`src/rtl/mem_sequencer.sv`:
```
// Memory-access sequencer: takes one word request from the multicycle control FSM,
// presents it to the unified memory for a fixed latency, and returns done/IR/MDR strobes.
module mem_sequencer #(
    parameter int READ_LATENCY  = 2,
    parameter int WRITE_LATENCY = 1
) (
    input  logic        Clk,
    input  logic        Reset_signal,
    input  logic        req,
    input  logic        wr,
    input  logic        IorD,
    input  logic [31:0] PC,
    input  logic [31:0] ALUOut,
    input  logic [31:0] B,
    input  logic [31:0] mem_rdata,
    output logic [31:0] mem_addr,
    output logic [31:0] mem_wdata,
    output logic        mem_wr,
    output logic        busy,
    output logic        done,
    output logic        align_fault,
    output logic        IR_load,
    output logic        MDR_load,
    output logic [31:0] rdata
);

    typedef enum logic [1:0] {
        IDLE   = 2'd0,
        ACCESS = 2'd1,
        DONE   = 2'd2,
        FAULT  = 2'd3
    } state_t;

    localparam logic [3:0] RD_INIT = 4'(READ_LATENCY - 1);
    localparam logic [3:0] WR_INIT = 4'(WRITE_LATENCY - 1);

    state_t      state_q, state_d;
    logic [3:0]  cnt_q, cnt_d;
    logic        op_q, op_d;
    logic        src_q, src_d;
    logic [31:0] mem_addr_q, mem_addr_d;
    logic [31:0] mem_wdata_q, mem_wdata_d;
    logic        mem_wr_q, mem_wr_d;
    logic        busy_q, busy_d;
    logic        done_q, done_d;
    logic        align_fault_q, align_fault_d;
    logic        ir_load_q, ir_load_d;
    logic        mdr_load_q, mdr_load_d;
    logic [31:0] rdata_q, rdata_d;
    logic [31:0] addr_sel_s;

    assign addr_sel_s = IorD ? ALUOut : PC;

    // Next-state and next-output logic; outputs are computed for the state being entered
    always_comb begin
        state_d       = state_q;
        cnt_d         = cnt_q;
        op_d          = op_q;
        src_d         = src_q;
        mem_addr_d    = mem_addr_q;
        mem_wdata_d   = mem_wdata_q;
        mem_wr_d      = mem_wr_q;
        busy_d        = busy_q;
        rdata_d       = rdata_q;
        done_d        = 1'b0;
        align_fault_d = 1'b0;
        ir_load_d     = 1'b0;
        mdr_load_d    = 1'b0;
        case (state_q)
            IDLE: begin
                if (req) begin
                    busy_d = 1'b1;
                    if (addr_sel_s[1:0] != 2'b00) begin
                        state_d       = FAULT;
                        align_fault_d = 1'b1;
                        mem_wr_d      = 1'b0;
                    end else begin
                        state_d     = ACCESS;
                        mem_addr_d  = addr_sel_s;
                        mem_wdata_d = B;
                        mem_wr_d    = wr;
                        op_d        = wr;
                        src_d       = IorD;
                        cnt_d       = wr ? WR_INIT : RD_INIT;
                    end
                end else begin
                    busy_d   = 1'b0;
                    mem_wr_d = 1'b0;
                end
            end
            ACCESS: begin
                if (cnt_q == 4'd0) begin
                    state_d    = DONE;
                    mem_wr_d   = 1'b0;
                    done_d     = 1'b1;
                    ir_load_d  = ~op_q & ~src_q;
                    mdr_load_d = ~op_q & src_q;
                    if (!op_q) begin
                        rdata_d = mem_rdata;
                    end else begin
                        rdata_d = rdata_q;
                    end
                end else begin
                    cnt_d = cnt_q - 4'd1;
                end
            end
            DONE: begin
                state_d  = IDLE;
                busy_d   = 1'b0;
                mem_wr_d = 1'b0;
            end
            FAULT: begin
                state_d  = IDLE;
                busy_d   = 1'b0;
                mem_wr_d = 1'b0;
            end
            default: begin
                state_d  = IDLE;
                busy_d   = 1'b0;
                mem_wr_d = 1'b0;
            end
        endcase
    end

    // State and registered-output update with synchronous reset
    always_ff @(posedge Clk) begin
        if (Reset_signal) begin
            state_q       <= IDLE;
            cnt_q         <= 4'd0;
            op_q          <= 1'b0;
            src_q         <= 1'b0;
            mem_addr_q    <= 32'd0;
            mem_wdata_q   <= 32'd0;
            mem_wr_q      <= 1'b0;
            busy_q        <= 1'b0;
            done_q        <= 1'b0;
            align_fault_q <= 1'b0;
            ir_load_q     <= 1'b0;
            mdr_load_q    <= 1'b0;
            rdata_q       <= 32'd0;
        end else begin
            state_q       <= state_d;
            cnt_q         <= cnt_d;
            op_q          <= op_d;
            src_q         <= src_d;
            mem_addr_q    <= mem_addr_d;
            mem_wdata_q   <= mem_wdata_d;
            mem_wr_q      <= mem_wr_d;
            busy_q        <= busy_d;
            done_q        <= done_d;
            align_fault_q <= align_fault_d;
            ir_load_q     <= ir_load_d;
            mdr_load_q    <= mdr_load_d;
            rdata_q       <= rdata_d;
        end
    end

    assign mem_addr    = mem_addr_q;
    assign mem_wdata   = mem_wdata_q;
    assign mem_wr      = mem_wr_q;
    assign busy        = busy_q;
    assign done        = done_q;
    assign align_fault = align_fault_q;
    assign IR_load     = ir_load_q;
    assign MDR_load    = mdr_load_q;
    assign rdata       = rdata_q;

endmodule

```
`config.mk`:
```
export PLATFORM = sky130hd
export DESIGN_NAME = mem_sequencer
export DESIGN_NICKNAME = d
export VERILOG_FILES = /design/src/rtl/mem_sequencer.sv
export SDC_FILE = /design/constraint.sdc
export NUM_CORES = 1
export LEC_CHECK = 0
export ABC_AREA = 1
export BUFFER_PORTS_ARGS = -buffer_cell sky130_fd_sc_hd__buf_2
export CORE_MARGIN = 3
export CORE_UTILIZATION = 35
export CTS_CLUSTER_SIZE = 12
export DETAILED_ROUTE_END_ITERATION = 8
export GPL_TIMING_DRIVEN = 1
export PLACE_DENSITY = 0.67
export SLEW_MARGIN = 20
export SYNTH_ARGS = -nofsm -noshare
export SYNTH_HDL_FRONTEND = slang
export SYNTH_SLANG_ARGS = --single-unit
```
`constraint.sdc`:
```
create_clock -name Clk -period 1.9 [get_ports Clk]
set_input_delay 0.19 -clock Clk [delete_from_list [all_inputs] [get_ports Clk]]
set_output_delay 0.19 -clock Clk [all_outputs]
set_load 0.05 [all_outputs]
```
## Word level (Yosys, flattened, before mapping)

Index checks and enable logic that the tools add are counted.

- Register bits after elaboration: 110
- Input port bits: 133
- Word-level logic and storage cells: 61

- Add/subtract/negate cells: 1
- Eq/ne operators: 7
- Mux-type cells: 18
- Bitwise logic cells: 9
- Reduce and logical (&&, ||, !) cells: 13

Operator list:

| kind | count |
|---|---|
| 32-bit two-way mux | 1 |
| 4-bit two-way mux | 3 |
| 2-bit inequality test, second input constant | 4 |
| 4-bit case mux with 2 select lines | 1 |
| 1-bit two-way mux | 7 |
| 1-bit NOT | 7 |
| 2-bit two-way mux | 3 |
| 2-bit case mux with 3 select lines | 1 |
| 3-bit AND reduction | 2 |
| 2-bit nonzero test | 3 |
| 3-bit OR reduction | 2 |
| 2-bit equality test, second input constant | 2 |
| 4-bit zero test | 1 |
| 4-bit AND reduction | 1 |
| 2-bit OR reduction | 2 |
| 4-bit by 1-bit subtractor with 4-bit output, second input constant | 1 |
| 1-bit case mux with 3 select lines | 1 |
| 1-bit AND | 2 |
| 2-bit by 1-bit equality test with 1-bit output, second input constant | 1 |
| 2-bit zero test | 1 |
| 1-bit case mux with 2 select lines | 1 |
| 2-bit AND reduction | 1 |

## Longest topological paths before layout

Gate-level depths: netlist (run 1).

- Depth in word-level cells: 5
- Gate-level depth with buffers: 11
- Depth with buffers taken out: 9

## Least setup slack after synthesis (run 1)

No wires, ideal clock.

- Path type: register to register
- Start: reg cnt_q[0]
- End: reg rdata_q[10] (netlist: rdata[10])
- Setup time: 70 ps
- Arrival time: 1283 ps
- Data required time: 1830 ps
- Path slack: 546 ps
- Cell stages (with the launch flop): 8
- Path buffers: 1
- Clock period less this slack: 1354 ps
- Path through: dfxtp_1 -> inv_1 -> ha_1 -> nand3_1 -> inv_1 -> buf_1 -> nand3_1 -> a21oi_1

- Longest elaborated chain between the ends: 2

Ends and longest elaborated chain:

| element | RTL line | source |
|---|---|---|
| from (decl) | 38 | `logic [3:0] cnt_q, cnt_d;` |
| from (signal assigned) | 143 | `cnt_q <= cnt_d;` |
| 4-bit zero test | 92 | `if (cnt_q == 4'd0) begin` |
| 3-bit AND reduction (no line) | - |  |
| to (signal assigned) | 154 | `rdata_q <= rdata_d;` |
| to (decl) | 49 | `logic [31:0] rdata_q, rdata_d;` |

Every way passes these cells.
A chain may end at the register's enable or synchronous reset.

## Final worst setup path (run 1)

- Start: reg cnt_q[0]
- End: reg rdata_q[1] (netlist: rdata[1])

Same word-level chain as after synthesis.

==> summary.txt, run 1 <==
Power
  • Switching share of power: 31.8%
  • Maximum resistive drop on vdd: 400 uV
  • Internal power: 3.96 mW
  • Pwr per Cell Area: 974 nW/um2
  • Leakage power: 2.97 nW
  • Switching power of the nets: 1.85 mW
  • Sequential fraction of design power: 43.1%
  • Relative contribution of combinational cells to total power: 21.5%
  • Overall power: 5.81 mW
  • Clock share of power: 35.4%

Clock tree
  • Clock tree from TritonCTS: built
  • Hold-fix buffers at CTS: 0
  • CTS root buffer: sky130_fd_sc_hd__clkbuf_16
  • Setup Buffers After CTS: 0
  • Post-CTS sizing: 0
  • Clk sinks: 110
  • Clock latency of the later-clocked register in the worst-skew pair: 0.35 ns
  • Total number of H-tree levels: 3
  • Clock tree buffer depth: 2
  • Number of buffers inserted during clock tree synthesis: 9
  • Clock slew at the register clock pins of the worst setup and hold paths: roughly 0.08 ns

Synthesis
  • Top cells by count, synth: sky130_fd_sc_hd__nand2_1, sky130_fd_sc_hd__nor2_1, sky130_fd_sc_hd__dfxtp_1
  • Post-synthesis instance total: 607
  • Total of flip-flops plus latches after synthesis: 110
  • Most used flip-flop cell after synthesis: sky130_fd_sc_hd__dfxtp_1
  • Area share of the largest cell type after synthesis: roughly 51%
  • Cell area after synthesis: about 4400 um2
  • Area contributors post-synth: sky130_fd_sc_hd__dfxtp_1, sky130_fd_sc_hd__nand2_1, sky130_fd_sc_hd__nor2_1, sky130_fd_sc_hd__o21ai_0, sky130_fd_sc_hd__nand3_1
  • Top cell type by total area after synthesis: sky130_fd_sc_hd__dfxtp_1
  • Sequential area share after synthesis: 50.5%
  • Number of warning messages in the yosys log: 0
  • Most common cell in the synthesized netlist: sky130_fd_sc_hd__nand2_1
  • Count of flip-flops with a built-in enable after synthesis: 0
  • Share of synthesized flip-flops with an asynchronous set or reset: 0%
  • Mean instance size in the synthesized netlist: between 7 and 8 um2
  • Net Count, Synth: around 740
  • Distinct cells, synth: 20

Floorplanning
  • Width of the die: between 100 and 150 um
  • Starting utilization of the core area: 36.0%
  • Standard-cell row count: 40
  • Placeable core region: 12,100 um2
  • Die height: between 100 and 150 um
  • Die Area: 13,800 um2
  • Number of placed I/O pins: 235

Timing
  • Fmax: 0.653 GHz
  • Final clock period utilization by the worst path: 80.6%
  • Worst clock skew: about 0.012 ns
  • Accumulated negative setup slack: 0 ns
  • Setup repair after global routing missed its margin: no
  • Period minus WS final: 1.53 ns
  • Slew at the pin closest to its max-slew limit: about 0.52 ns
  • Slew Limit Headroom: 65.2%
  • Final Hold Violating Endpoints: 0
  • Final number of setup-violating endpoints: 0
  • Final Max Tran Viols: 0

Drt
  • First drt pass iteration count: 4
  • First DRT Iteration DRCs: 210
  • Average vias per placed instance: 4.53
  • Average wire length per cell after detail routing: about 12 um
  • Remaining antenna violation count: 0
  • Aggregate routed wire length: 12,300 um
  • Vias: about 4,500
  • Final routed DRC violation total: 0

Worst setup path
  • Data required time at the worst endpoint: 2.18 ns
  • Max FO, Critical Path: 32
  • Kind of cell adding the most delay to the critical path: buffers and inverters
  • Cell with the largest stage delay on the worst path: sky130_fd_sc_hd__dfxtp_1
  • Worst reg2reg path depth: 8
  • Sort of element at the start of the critical path: flop
  • CP peak stage delay: 0.35 ns
  • Crit path kind: reg2reg
  • Buffers and inverters on the worst path: 3
  • Type of element capturing the critical path: flop
  • Worst EP arrival: 1.81 ns
  • Cell breakdown of the critical path: inv_1, ha_1, nand3_1, inv_1, nand2_1, buf_4, nand2_1, a21oi_1
  • Cell count along the critical path: 8

Cells and area
  • Final-layout fill cell count: 1,300
  • Post-route insts no fill: 996
  • Antenna Cells: 0
  • Signed area change from the synthesized netlist to the final layout: 36.9%
  • Share of layout cells above drive strength 1: 32.6%
  • Flip-flop and latch area: 2200 um2
  • Area occupied by multi-input gates: 1870 um2
  • Area of all placed cells without fillers: 5970 um2
  • NumNets Final: 958

Worst hold path
  • Number of cells on the worst hold path: 3
  • Min-delay worst type: in2reg

GRT
  • Total routing resource utilization after global routing: 17.0%
  • Number of antenna violations at the first check in global routing: 0
  • Global-route wire length before repair: 19,300 um
  • Vias in the first global route: 3,934
  • Largest net degree at the start of global routing: 40
  • Congestion Overflow GR: 0

Flow run
  • Number of violations of the max-capacitance limit: 0

Placement
  • Detailed Place HPWL: just under 9000 um
  • Routability congestion estimate: ~0.77
  • Port Buffers: approximately 230
  • Count of placed standard cells including taps: 980
  • Placed cell area: roughly 5600 um2

Outcome
  • Status: complete, no violations
==> per-stage QoR <==
stage / worst slack (ns) / utilization, % / hold slack, ns
2_1_floorplan: 0.546 / - / 0.283
4_1_cts: 0.371 / 49.3 / 0.0705
3_5_place_dp: 0.392 / 46.6 / 0.434
5_1_grt: 0.199 / 49.3 / 0.0826
6_report: 0.368 / 49.3 / 0.0856
3_3_place_gp: 0.408 / 46.6 / 0.431
==> path summary, 6_finish.rpt <==
kind	end	slack (ns)	from
setup / recovery	rdata[1]	0.37	cnt_q[0]
hold / removal	mem_wdata[0]	0.09	B[0]
setup reg to reg	rdata[1]	0.37	cnt_q[0]
hold reg to reg	IR_load	0.44	src_q
==> flip-flops by register name (all words and copies together), names as in the netlist, 2 cells and up <==
name       cells
mem_addr      32
mem_wdata     32
cnt_q          4
rdata         32
state_q        2
==> cell type report <==
class | count | area share (%)
Tap cell | 168 | 3.52
Inverter | 16 | 1.05
Sequential cell | 110 | 36.9
Clock inverter | 7 | 1.64
Timing Repair Buffer | 246 | 21.8
Clock buffer | 9 | 3.78
Multi-Input combinational cell | 440 | 31.3
==> per-layer routing <==
metal | share of wire [%] | track usage (%)
met2 | 44 | 26.4
met5 | 0 | 0
met4 | 1.4 | 5.13
met1 | 45 | 21.6
met3 | 9.6 | 7.06
==> worst register-to-register path, cell delays in order, from the launching register on <==
cell                      delay [ns]
sky130_fd_sc_hd__dfxtp_1        0.35
sky130_fd_sc_hd__inv_1          0.08
sky130_fd_sc_hd__ha_1           0.20
sky130_fd_sc_hd__nand3_1        0.14
sky130_fd_sc_hd__inv_1          0.07
sky130_fd_sc_hd__nand2_1        0.06
sky130_fd_sc_hd__buf_4          0.31
sky130_fd_sc_hd__nand2_1        0.10
sky130_fd_sc_hd__a21oi_1        0.14
==> logic make-up after synthesis <==
kind of cell	count (synthesis)	share of synthesized area (%)
AOI/OAI and AO/OA	105	12.1
buffers and inverters	57	6.57
and+or+nand+nor	333	30.3
adders and majority gates	2	0.574
DFF	110	50.5
==> power by group through the flow <==
| stage | sequential (mW) | clock [mW] | combinational (mW) |
|---|---|---|---|
| finish | 2.51 | 2.05 | 1.25 |
| global route | 2.53 | 2.21 | 1.37 |
| CTS | 2.51 | 2.11 | 1.26 |
| detailed placement | 2.56 | 0 | 1.26 |
| global placement | 2.56 | 0 | 1.25 |
| floorplan | 2.99 | 0 | 0.453 |
==> cell usage in the layout (no fill, tap or decap), drive strengths merged <==
| cell type | synthesis | layout |
|---|---|---|
| clkinv | 0 | 2 |
| dfxtp | 110 | 110 |
| nand2 | 150 | 150 |
| inv | 16 | 17 |
| nand3 | 39 | 39 |
| ha | 2 | 2 |
| nor2 | 141 | 141 |
| clkinvlp | 0 | 2 |
| nand3b | 1 | 1 |
| a21oi | 38 | 38 |
| buf | 20 | 246 |
| o21ai | 67 | 67 |
| clkbuf | 21 | 9 |
| nor3 | 2 | 2 |
| bufinv | 0 | 2 |
(Power assumes the default switching activity.)
==> inputs of run 2 (changes only) <==
- clock period: 1.9 -> 1.53 ns (I/O delays scaled with it)
==> summary.txt, run 2 (synthesis results as in run 1) <==
Outcome
  • Status: complete, no violations

Worst hold path
  • Number of cells on the worst hold path: 3
  • Min-delay worst type: in2reg

Timing
  • Accumulated negative setup slack: 0 ns
  • Final Hold Violating Endpoints: 0
  • Fmax: ~0.72 GHz
  • Final clock period utilization by the worst path: 91.1%
  • Crit path setup slack, layout: around 0.14 ns
  • Final number of setup-violating endpoints: 0
  • Slew Limit Headroom: between 70% and 80%
  • Final Max Tran Viols: 0
  • Period minus WS final: between 1 and 1.5 ns
  • Slew at the pin closest to its max-slew limit: 0.325 ns
  • Worst clock skew: 0.00985 ns
  • Setup repair after global routing missed its margin: no

Cells and area
  • Post-route insts no fill: 999
  • Signed area change from the synthesized netlist to the final layout: 38.6%
  • Most used cells in the layout excluding fill and tap cells: sky130_fd_sc_hd__buf_2, sky130_fd_sc_hd__nand2_1, sky130_fd_sc_hd__nor2_1, sky130_fd_sc_hd__dfxtp_1, sky130_fd_sc_hd__o21ai_0
  • Area of all placed cells without fillers: just over 6000 um2
  • Antenna Cells: 0
  • Most common library cell in the layout ignoring fill and taps: sky130_fd_sc_hd__buf_2
  • NumNets Final: 962
  • Share of layout cells above drive strength 1: 33.3%

Floorplanning
  • Starting utilization of the core area: a little over a third
  • Standard-cell row count: 40
  • Placeable core region: 12,100 um2
  • Number of placed I/O pins: 235
  • Die Area: 13,800 um2
  • Die height: 118 um
  • Width of the die: approximately 120 um

Power
  • Maximum resistive drop on vdd: 469 uV
  • Leakage power: slightly above 3 nW
  • Pwr per Cell Area: between 1000 and 1500 nW/um2

GRT
  • Largest net degree at the start of global routing: 69
  • Congestion Overflow GR: 0
  • Total routing resource utilization after global routing: 16.6%
  • Vias in the first global route: a little over 4,000
  • Global-route wire length before repair: 19,300 um
  • Number of antenna violations at the first check in global routing: 0

Drt
  • Average vias per placed instance: 4.53
  • Vias: 4,526
  • First DRT Iteration DRCs: 232
  • Average wire length per cell after detail routing: around 12 um
  • Aggregate routed wire length: about 12,000 um
  • Remaining antenna violation count: 0
  • Final routed DRC violation total: 0
  • First drt pass iteration count: 4

Flow run
  • Number of violations of the max-capacitance limit: 0

Worst setup path
  • Type of element capturing the critical path: flop
  • Crit path kind: reg2reg
  • Worst EP arrival: 1.65 ns
  • Worst reg2reg path depth: 5
  • Data required time at the worst endpoint: roughly 1.8 ns
  • Max FO, Critical Path: 32
  • Sort of element at the start of the critical path: flop

Placement
  • Count of placed standard cells including taps: 983
  • Routability congestion estimate: 0.771
  • Detailed Place HPWL: 8780 um
  • Post-Place Setup Slack: about 0.11 ns
  • Placed cell area: 5690 um2
  • Port Buffers: 234

Clock tree
  • Number of buffers inserted during clock tree synthesis: 9
  • Setup Buffers After CTS: 0
  • CTS root buffer: sky130_fd_sc_hd__clkbuf_16
  • Total number of H-tree levels: 3
  • Clock slew at the register clock pins of the worst setup and hold paths: around 0.070 ns
  • Clock tree from TritonCTS: built
  • Clock latency of the later-clocked register in the worst-skew pair: around 0.34 ns
  • Clk sinks: 110
  • Clock tree buffer depth: 2
[run 2: cell count changes in the layout (fill, tap and decap cells not counted), moves of 2 or more]
cell,delta
sky130_fd_sc_hd__buf_12,+2
sky130_fd_sc_hd__buf_6,+2
sky130_fd_sc_hd__clkbuf_8,+2
sky130_fd_sc_hd__clkinvlp_4,-2
sky130_fd_sc_hd__nand2_1,-3
sky130_fd_sc_hd__nand2_2,+2
[run 2: through the flow]
stage / total power [mW] / hold slack (ns) / utilization, %
2_1_floorplan: 4.28 / 0.246 / -
3_3_place_gp: 4.76 / 0.404 / 47.0
3_5_place_dp: 4.77 / 0.409 / 47.0
4_1_cts: 7.15 / 0.0474 / 49.5
5_1_grt: 7.42 / 0.0621 / 49.9
6_report: 7.08 / 0.0640 / 49.9
[run 2: power by group]
part | switching (mW) | leakage [nW] | internal [mW] | total (mW)
clock network | 0.994 | 0.149 | 1.35 | 2.35
registers | 0.0814 | 0.895 | 3.03 | 3.11
logic | 1.13 | 1.98 | 0.498 | 1.62
[run 2: metal layers]
layer  GRT usage (%)  up-vias  share of wire, %
met5               0        -                 0
met4            4.69        0               1.3
met3            5.57        9               8.6
met2            27.1      175                46
met1            20.9     1975                44
li1                -     2367                 -
[run 2: worst paths after layout]
| check | start | end | slack (ns) |
|---|---|---|---|
| setup / recovery | state_q[0] | rdata[19] | 0.14 |
| hold reg to reg | mem_addr[1] | mem_addr[1] | 0.44 |
| setup reg to reg | state_q[0] | rdata[19] | 0.14 |
| hold / removal | B[31] | mem_wdata[31] | 0.06 |
[run 2: final cells by class]
| cell class | count | area [um2] |
|---|---|---|
| fillers | 1281 | 6070 |
| flip-flops and latches | 110 | 2200 |
| multi-input cells | 440 | 1890 |
| repair buffers | 250 | 1380 |
| clock buffers | 12 | 256 |
| well taps | 168 | 210 |
| inverters | 16 | 62.6 |
| clock inverters | 3 | 43.8 |
[run 2: what timing repair did]
| action | CTS | global route |
|---|---|---|
| gates resized for setup | 0 | 8 |
| hold buffers | 0 | 0 |
| endpoints found under the setup margin | 0 | 36 |
[run 2: critical path, cell delays in order, from the launching register on]
cell and delay [ns]:
sky130_fd_sc_hd__dfxtp_1 0.38, sky130_fd_sc_hd__nand2_1 0.19, sky130_fd_sc_hd__nor2_2 0.26, sky130_fd_sc_hd__buf_12 0.22
sky130_fd_sc_hd__nand3_1 0.10, sky130_fd_sc_hd__a21oi_1 0.15
==> inputs of run 3 (changes only) <==
- PLACE_DENSITY: 0.67 -> 0.65
==> summary.txt, run 3 (synthesis results as in run 1) <==
Outcome
  • Status: complete, no violations

Power
  • Leakage power: ~3 nW
  • Clock share of power: 31.9%
  • Switching share of power: between 30% and 40%
  • Relative contribution of combinational cells to total power: 23.2%
  • Internal power: around 4.6 mW
  • Maximum resistive drop on vdd: 514 uV
  • Sequential fraction of design power: ~45%
  • Overall power: 6.93 mW
  • Switching power of the nets: approximately 2.3 mW
  • Pwr per Cell Area: approximately 1200 nW/um2

Drt
  • Aggregate routed wire length: 12,700 um
  • First drt pass iteration count: 4
  • Final routed DRC violation total: 0
  • Remaining antenna violation count: 0
  • Vias: 4,464
  • First DRT Iteration DRCs: 283
  • Average wire length per cell after detail routing: 12.7 um
  • Average vias per placed instance: about 4.5

Cells and area
  • Most common library cell in the layout ignoring fill and taps: sky130_fd_sc_hd__buf_2
  • NumNets Final: 960
  • Area occupied by multi-input gates: about 1900 um2
  • Share of layout cells above drive strength 1: 33.1%
  • Flip-flop and latch area: about 2200 um2
  • Signed area change from the synthesized netlist to the final layout: 37.4%
  • Final-layout fill cell count: 1,327
  • Antenna Cells: 0
  • Most used cells in the layout excluding fill and tap cells: sky130_fd_sc_hd__buf_2, sky130_fd_sc_hd__nand2_1, sky130_fd_sc_hd__nor2_1, sky130_fd_sc_hd__dfxtp_1, sky130_fd_sc_hd__o21ai_0
  • Area of all placed cells without fillers: 5990 um2

Worst setup path
  • Critical register-to-register path endpoint: rdata[3]
  • Crit path kind: reg2reg
  • Type of element capturing the critical path: flop
  • Worst reg2reg path depth: 5
  • Max FO, Critical Path: 32
  • Sort of element at the start of the critical path: flop
  • Data required time at the worst endpoint: 1.80 ns
  • Buffers and inverters on the worst path: 1
  • Worst EP arrival: about 1.7 ns
  • Origin of the critical flop-to-flop path: state_q[0]
  • Kind of cell adding the most delay to the critical path: simple AND/OR/NAND/NOR gates
  • CP peak stage delay: 0.37 ns
  • Cell with the largest stage delay on the worst path: sky130_fd_sc_hd__dfxtp_1
  • Cell breakdown of the critical path: nand2_1, nor2_2, buf_12, nand3_1, a21oi_1
  • Internal reg-to-reg setup slack: 0.15 ns

GRT
  • Number of antenna violations at the first check in global routing: 0
  • Congestion Overflow GR: 0
  • Largest net degree at the start of global routing: 37
  • Global-route wire length before repair: 19,400 um
  • Vias in the first global route: 3,854
  • Total routing resource utilization after global routing: 17.0%

Timing
  • Setup repair after global routing missed its margin: no
  • Period minus WS final: between 1 and 1.5 ns
  • Final Hold Violating Endpoints: 0
  • Worst clock skew: around 0.011 ns
  • Slew Limit Headroom: a little under 80%
  • Slew at the pin closest to its max-slew limit: 0.332 ns
  • Accumulated negative setup slack: 0 ns
  • Final number of setup-violating endpoints: 0
  • Fmax: 0.724 GHz
  • Final clock period utilization by the worst path: approximately 90%
  • Final Max Tran Viols: 0

Worst hold path
  • Min-Delay Endpoint: mem_wdata[2]
  • Min-delay worst type: in2reg
  • Hold path startpoint: B[2]
  • Number of cells on the worst hold path: 3

Clock tree
  • Hold-fix buffers at CTS: 0
  • Clock slew at the register clock pins of the worst setup and hold paths: 0.08 ns
  • CTS root buffer: sky130_fd_sc_hd__clkbuf_16
  • Number of buffers inserted during clock tree synthesis: 9
  • Clock tree from TritonCTS: built
  • Clk sinks: 110
  • Clock latency of the later-clocked register in the worst-skew pair: 0.34 ns
  • Total number of H-tree levels: 3
  • Clock tree buffer depth: 2

Floorplanning
  • Die height: between 100 and 150 um
  • Number of placed I/O pins: 235
  • Die Area: ~14,000 um2
  • Standard-cell row count: 40
  • Placeable core region: 12,100 um2
  • Width of the die: 118 um
  • Starting utilization of the core area: 36.0%

Placement
  • Placed cell area: about 5700 um2
  • Port Buffers: between 200 and 250
  • Routability congestion estimate: 0.815
  • Detailed Place HPWL: 8990 um

Flow run
  • Number of violations of the max-capacitance limit: 0
## run 3: changes by cell type in the layout (fill, tap and decap cells not counted), sizes merged
cell / previous run / this run
inv: 16 / 17
clkbuf: 13 / 10
clkinvlp: 0 / 2
buf: 249 / 247
clkinv: 2 / 4
bufinv: 1 / 0
## run 3: worst max-delay path by stage
stage                           from   endpoint  slack (ns)  cells past startpoint
after floorplan             cnt_q[0]  rdata[10]        0.18                      7
after global placement      cnt_q[0]   rdata[1]        0.16                      7
after detailed placement    cnt_q[0]  rdata[27]        0.12                      8
after CTS                   cnt_q[0]   rdata[3]        0.09                      8
after global routing        cnt_q[0]   rdata[8]        0.02                      7
final                     state_q[0]   rdata[3]        0.15                      5
## run 3: timing repair
action,4_1_cts,5_1_grt
resized for setup,0,5
endpoints found under the setup margin,0,32
buffers inserted,0,0
## run 3: layout make-up
class	count	area share, %
Tap cell	168	3.51
Timing Repair Buffer	248	22.5
Inverter	16	1.04
Clock inverter	7	0.982
Clock buffer	9	3.76
Sequential cell	110	36.8
Multi-Input combinational cell	440	31.4
## run 3: through the flow
| step | worst slack (ns) | hold slack, ns | std cells | utilization [%] |
|---|---|---|---|---|
| floorplan | 0.176 | 0.246 | 607 | - |
| global placement | 0.163 | 0.403 | 981 | 46.8 |
| detailed placement | 0.116 | 0.408 | 981 | 46.8 |
| CTS | 0.0916 | 0.0404 | 997 | 49.1 |
| global route | 0.0168 | 0.0577 | 998 | 49.4 |
| finish | 0.148 | 0.0573 | 998 | 49.4 |
## run 3: power groups by stage
stage          sequential (mW)  clock, mW  combinational [mW]
2_1_floorplan             3.72          0               0.563
3_3_place_gp              3.18          0                1.58
3_5_place_dp              3.18          0                1.58
4_1_cts                   3.11       2.29                1.59
5_1_grt                   3.14       2.41                1.75
6_report                  3.11       2.21                1.61
## run 3: per-layer routing
layer,wire [um],track usage (%),part of all wire (%)
met4,125,5.93,0.99
met1,5570,21.8,44
met2,5820,27.3,46
met3,1140,5.24,9.0
met5,0,0,0
## run 3: worst register-to-register path, cell delays in order, from the launching register on
cell and delay [ns]:
sky130_fd_sc_hd__dfxtp_1 0.37, sky130_fd_sc_hd__nand2_1 0.20, sky130_fd_sc_hd__nor2_2 0.26, sky130_fd_sc_hd__buf_12 0.22
sky130_fd_sc_hd__nand3_1 0.11, sky130_fd_sc_hd__a21oi_1 0.15
